`src/rtl/twofish_pkg.sv`:
```
// Shared types, widths and word rotations for the Twofish round engine.
package twofish_pkg;

  localparam int WORD_W  = 32;
  localparam int BLOCK_W = 128;

  typedef logic [WORD_W-1:0] word_t;

  typedef enum logic [1:0] {
    ST_IDLE  = 2'd0,
    ST_ROUND = 2'd1,
    ST_DONE  = 2'd2
  } state_t;

  // Rotate left by one: MSB wraps into the LSB.
  function automatic word_t rol1(input word_t x);
    return {x[WORD_W-2:0], x[WORD_W-1]};
  endfunction

  // Rotate right by one: LSB wraps into the MSB.
  function automatic word_t ror1(input word_t x);
    return {x[0], x[WORD_W-1:1]};
  endfunction

endpackage

```
`src/rtl/twofish_round_mix.sv`:
```
// Combinational Feistel mix for one Twofish round, encrypt or decrypt.
module twofish_round_mix
  import twofish_pkg::*;
(
  input  word_t r0,
  input  word_t r1,
  input  word_t r2,
  input  word_t r3,
  input  word_t f0,
  input  word_t f1,
  input  logic  decrypt,
  output word_t n0,
  output word_t n1,
  output word_t n2,
  output word_t n3
);

  // Mode-selected mix; the F operands move into the upper half every round.
  always_comb begin
    if (decrypt) begin
      n0 = rol1(r2) ^ f0;
      n1 = ror1(r3 ^ f1);
    end else begin
      n0 = ror1(f0 ^ r2);
      n1 = rol1(r3) ^ f1;
    end
    n2 = r0;
    n3 = r1;
  end

endmodule

```
`src/rtl/twofish_round_engine.sv`:
```
// Iterative Twofish round engine: one block in flight, one round per F handshake.
module twofish_round_engine
  import twofish_pkg::*;
#(
  parameter int NUM_ROUNDS = 16,
  parameter int ROUND_W    = (NUM_ROUNDS > 1) ? $clog2(NUM_ROUNDS) : 1
)(
  input  logic               clk,
  input  logic               rst_n,
  input  logic               in_valid,
  output logic               in_ready,
  input  logic [BLOCK_W-1:0] in_block,
  input  logic               in_decrypt,
  output logic               f_req,
  output logic [WORD_W-1:0]  f_r0,
  output logic [WORD_W-1:0]  f_r1,
  output logic [ROUND_W-1:0] f_round,
  input  logic               f_ack,
  input  logic [WORD_W-1:0]  f_f0,
  input  logic [WORD_W-1:0]  f_f1,
  output logic               out_valid,
  input  logic               out_ready,
  output logic [BLOCK_W-1:0] out_block,
  output logic               out_decrypt,
  output logic               busy
);

  localparam logic [ROUND_W-1:0] LAST_ROUND = ROUND_W'(NUM_ROUNDS - 1);

  state_t             state, state_next;
  word_t              r0, r1, r2, r3;
  word_t              n0, n1, n2, n3;
  logic [ROUND_W-1:0] round_q;
  logic               decrypt_q;
  logic               load, step;

  twofish_round_mix u_mix (
    .r0      (r0),
    .r1      (r1),
    .r2      (r2),
    .r3      (r3),
    .f0      (f_f0),
    .f1      (f_f1),
    .decrypt (decrypt_q),
    .n0      (n0),
    .n1      (n1),
    .n2      (n2),
    .n3      (n3)
  );

  // State register.
  // NOTE: sequential state uses non-blocking assignments so every flop samples pre-edge values.
  always_ff @(posedge clk or negedge rst_n) begin
    if (!rst_n) state <= ST_IDLE;
    else        state <= state_next;
  end

  // Next-state and handshake decode.
  // NOTE: every output gets a default first so no path leaves a latch behind.
  always_comb begin
    state_next = state;
    in_ready   = 1'b0;
    f_req      = 1'b0;
    out_valid  = 1'b0;
    load       = 1'b0;
    step       = 1'b0;
    case (state)
      ST_IDLE: begin
        in_ready = 1'b1;
        if (in_valid) begin
          load       = 1'b1;
          state_next = ST_ROUND;
        end
      end
      ST_ROUND: begin
        f_req = 1'b1;
        if (f_ack) begin
          step = 1'b1;
          if (round_q == LAST_ROUND) state_next = ST_DONE;
        end
      end
      ST_DONE: begin
        out_valid = 1'b1;
        if (out_ready) state_next = ST_IDLE;
      end
      default: state_next = ST_IDLE;
    endcase
  end

  // Block words, round counter and mode: load on accept, advance on each F handshake.
  // NOTE: these are plain flops, so all of them reset; a reset mid-block discards it.
  always_ff @(posedge clk or negedge rst_n) begin
    if (!rst_n) begin
      r0        <= '0;
      r1        <= '0;
      r2        <= '0;
      r3        <= '0;
      round_q   <= '0;
      decrypt_q <= 1'b0;
    end else if (load) begin
      r0        <= in_block[31:0];
      r1        <= in_block[63:32];
      r2        <= in_block[95:64];
      r3        <= in_block[127:96];
      round_q   <= '0;
      decrypt_q <= in_decrypt;
    end else if (step) begin
      r0      <= n0;
      r1      <= n1;
      r2      <= n2;
      r3      <= n3;
      round_q <= round_q + ROUND_W'(1);
    end
  end

  // Decrypt walks the subkeys backwards; the output undoes the final swap.
  assign f_r0        = r0;
  assign f_r1        = r1;
  assign f_round     = decrypt_q ? (LAST_ROUND - round_q) : round_q;
  assign out_block   = {r1, r0, r3, r2};
  assign out_decrypt = decrypt_q;
  assign busy        = (state != ST_IDLE);

endmodule

```
`config.mk`:
```
export PLATFORM = sky130hd
export DESIGN_NAME = twofish_round_engine
export DESIGN_NICKNAME = d
export VERILOG_FILES = /design/src/rtl/twofish_pkg.sv /design/src/rtl/twofish_round_mix.sv /design/src/rtl/twofish_round_engine.sv
export SDC_FILE = /design/constraint.sdc
export NUM_CORES = 1
export LEC_CHECK = 0
export BUFFER_PORTS_ARGS = -buffer_cell sky130_fd_sc_hd__buf_2
export CORE_AREA = 2 2 156 158
export DETAILED_ROUTE_END_ITERATION = 8
export DIE_AREA = 0 0 158 160
export GPL_TIMING_DRIVEN = 1
export PLACE_DENSITY = 0.68
export SETUP_SLACK_MARGIN = 0.5
export SYNTH_ARGS = -nofsm -noshare
export SYNTH_HDL_FRONTEND = slang
export SYNTH_SLANG_ARGS = --single-unit
export TNS_END_PERCENT = 50
```
`constraint.sdc`:
```
create_clock -name clk -period 3.2 [get_ports clk]
set_clock_uncertainty 0.15 [all_clocks]
set_input_delay 0.64 -clock clk [delete_from_list [all_inputs] [get_ports clk]]
set_output_delay 0.64 -clock clk [all_outputs]
set_load 0.03 [all_outputs]
```
==> summary.md <==
| Metric | Value |
|---|---|
| Run status | finished, final reports clean |
| P_int | 6.493 mW |
| Setup ws final | 0.8992 ns |
| CP endpoint kind | output pin |
| Rel. slew slack | 52.13% |
| Post-synth cell types | 31 |
| Area Growth Syn to Fin | 27.65% |
| Via density | 5.031 |
| Hold path endpoint | out_decrypt$_DFFE_PN0P_ |
| # IOs | 399 |
| Slew Limit Fails | 0 |
| Starting DRT DRC Count | 316 |
| Final Hold Vio Count | 0 |
| CTS resizes | 0 |
| Reg power frac | 28.6% |
| DRC viols | 0 |
| Layout cells sized above 1 | 42.02% |
| Post-synthesis sequential area ratio | 40.71% |
| Pre-CTS WS | 0.7775 ns |
| Critical path class | reg2out |
| Hold Crit Depth | 3 |
| RSZ-0062 raised after global routing | false |
| R2r worst-path depth | 4 |
| Gr usage total | 18.77% |
| Post-DRT Antenna Nets | 0 |
| Worst Min Path Start | in_decrypt |
| Placement Rows | 57 |
| First-pass GRT wire length | 37,280 µm |
| Mean Syn Cell Area | 11.31 µm² |
| Final setup vio count | 0 |
| Die area | 0.02528 mm² |
| LEAKAGE | 5.079 nW |
| Starting density of the core | 34.84% |
| Slew @ Worst Pin | 0.7181 ns |
| Crit path largest cell delay | 0.53 ns |
| Placed cell area | 0.01002 mm² |
| Grt ovf | 0 |
| CP Data Arrival Time | 1.51 ns |
| Final HPWL DP | 17,780 µm |
| Total chip power | 13.10 mW |
| Vias in the first global route | 6,823 |
| Required time of the critical path | 2.41 ns |
| Die Y-Extent | 160 µm |
| Finished Cell Area | 0.01059 mm² |
| Commonest non-fill, non-tap cells in the layout | 397 x buf_2, 134 x dfrtp_1, 128 x xnor2_1, 128 x and2_1, 128 x a221o_1 |
| Setup TNS Final | 0 ns |
| VDD IR-drop max | 0.0006200 V |
| Placed cell count | 1,350 |
| Top Layer Used | met5 |
| Max Fclk | 434.6 MHz |
| Power Density | 1236 mW/mm² |
| Crit-path slowest cell | dfrtp_1 |
| Antenna violations before repair | 4 |
| Clock power share | 14.1% |
| Class of the worst hold path | in2reg |
| Post-synthesis cell count | 734 |
| CTS tree | built |
| Critical path fanouts, max | 14 |
| Die span in x | 158 µm |
| Setup Fix Bufs, Post-CTS | 0 |
| Period utilization | 71.90% |
| Mapped Nets | 933 |
| Synth warnings | 0 |
| Detailed-route wire length on metal 1 | 10,090 µm |
| WL/cell | 17.86 µm |
| Setup crit start kind | register |
| Min cycle time layout | 2.301 ns |
| Largest net degree at the start of global routing | 133 |
| Worst skew pair latency | 0.41 ns |
| IO buf count | 398 |
| Routed vias | 6,968 |
| Net switching power | 6.604 mW |
| Syn Std Cell Area | 0.008298 mm² |
| Flops & latches, synth | 135 |
| Worst reg2reg setup slack | 0.93 ns |
| Critical-path cell list | or2b_1 > inv_1 > buf_2 |
| Post-Route WL | 24,740 µm |
| Max H-tree Level | 4 |
| FF-to-FF End | f_r0[28]$_DFFE_PN0P_ |
| # Max-Cap Violations | 0 |
| WL met3 | 1830 µm |
| CTS Buf Count | 17 |
| Root Buffer | clkbuf_16 |
| Net count reported at finish | 1,245 |
| Core area | 0.02382 mm² |
| Max clock buf depth | 2 |
| Met2 wire length | 12,500 µm |
| Combinational power share | 57.3% |
| Clock slew at reported path FFs | 0.07 ns |
| Sw Ratio | 50.42% |
| Number of detailed-route iterations in the first pass | 4 |
| Commonest non-fill, non-tap cell in the layout | buf_2 |
| Final cell count without fillers | 1,385 |
| R2R Path Start | state[0]$_DFFE_PN0P_ |
| Clk sink count | 135 |
| Final GP Congestion | 0.8093 |
worst max-delay path by stage:
stage                       startpoint                     end  slack, ns  depth (start not counted)
3_3_place_gp                  in_valid  round_q[1]$_DFFE_PN0P_       0.83                          5
6_report          state[1]$_DFFE_PN0P_                   f_req       0.90                          3
4_1_cts           state[1]$_DFFE_PN0P_                   f_req       0.88                          3
5_1_grt           state[0]$_DFFE_PN0P_    f_r0[28]$_DFFE_PN0P_       0.80                          4
3_5_place_dp                  in_valid     f_r1[3]$_DFFE_PN0P_       0.78                          5
2_1_floorplan  out_decrypt$_DFFE_PN0P_              f_round[1]       0.67                          4
per-layer routing:
metal  GRT usage (%)  vias to the layer above
met4           5.119                        2
met5               0                        -
li1                -                     3218
met2           32.55                      297
met1           22.74                     3431
met3           5.183                       20
power by group through the flow:
stage | clock, mW | combinational, mW | sequential [mW]
finish | 1.84 | 7.50 | 3.75
global route | 1.99 | 7.98 | 3.87
CTS | 1.91 | 7.57 | 3.76
detailed placement | 0 | 7.55 | 3.77
global placement | 0 | 7.47 | 3.75
floorplan | 0 | 4.60 | 5.03
synthesized netlist by cell type, drive strengths merged:
cell type	count	area share (%)
clkbuf	21	0.95
or2b	1	0.091
and4	1	0.11
and2	128	9.7
xor2	4	0.42
nand2	4	0.18
dfrtp	135	41
nor3b	1	0.15
or3b	1	0.11
ha	1	0.15
or4	2	0.18
o21ai	4	0.24
inv	4	0.18
a22o	1	0.11
nor3	1	0.060
a221o	128	15
o31ai	2	0.18
and2b	1	0.091
or3	1	0.075
xnor2	128	14
nor2	1	0.045
buf	94	9.1
or2	1	0.11
a21oi	3	0.18
mux2i	65	7.9
nand3	1	0.060
registers in the layout (all words and copies together) (netlist names):
register     flops
round_q          4
f_r0            32
state            2
out_decrypt      1
f_r1            32
r2              32
r3              32
area by class of cell:
class	count	area (µm²)
tap	324	405.4
multi-input combinational	480	4079
timing repair buffer	408	2151
sequential	135	3382
antenna	2	5.005
clock inverter	14	116.4
fill	2358	13230
inverter	4	15.01
clock buffer	18	439.2
critical path: cells and delay by family (launching register included):
| family | cells | cell delay (ns) |
|---|---|---|
| flops | 1 | 0.53 |
| simple gates | 1 | 0.30 |
| buf+inv | 2 | 0.26 |
through the flow:
step                utilization [%]  hold slack [ns]
CTS                           44.45           0.2366
floorplan                         -           0.1944
detailed placement            42.07           0.3934
finish                        44.47           0.2622
global placement              42.07           0.3931
global route                  44.47           0.2450
what timing repair did:
item,CTS,global route
hold buffers,1,0
endpoints found under the hold margin,4,0
endpoints found under the setup margin,0,0
kinds of logic (layout without fill, tap and decap cells):
kind of cell	after synthesis	in the layout	synth area share, %
DFF	135	135	40.71
buffers and inverters	119	444	10.27
and+or+nand+nor	144	144	10.90
xor gates and xnor gates	132	132	13.93
adders and majority gates	1	1	0.1508
muxes	65	65	7.886
other	0	2	0
AOI/OAI and AO/OA	138	138	16.15
Power figures use the tool's default switching activity.
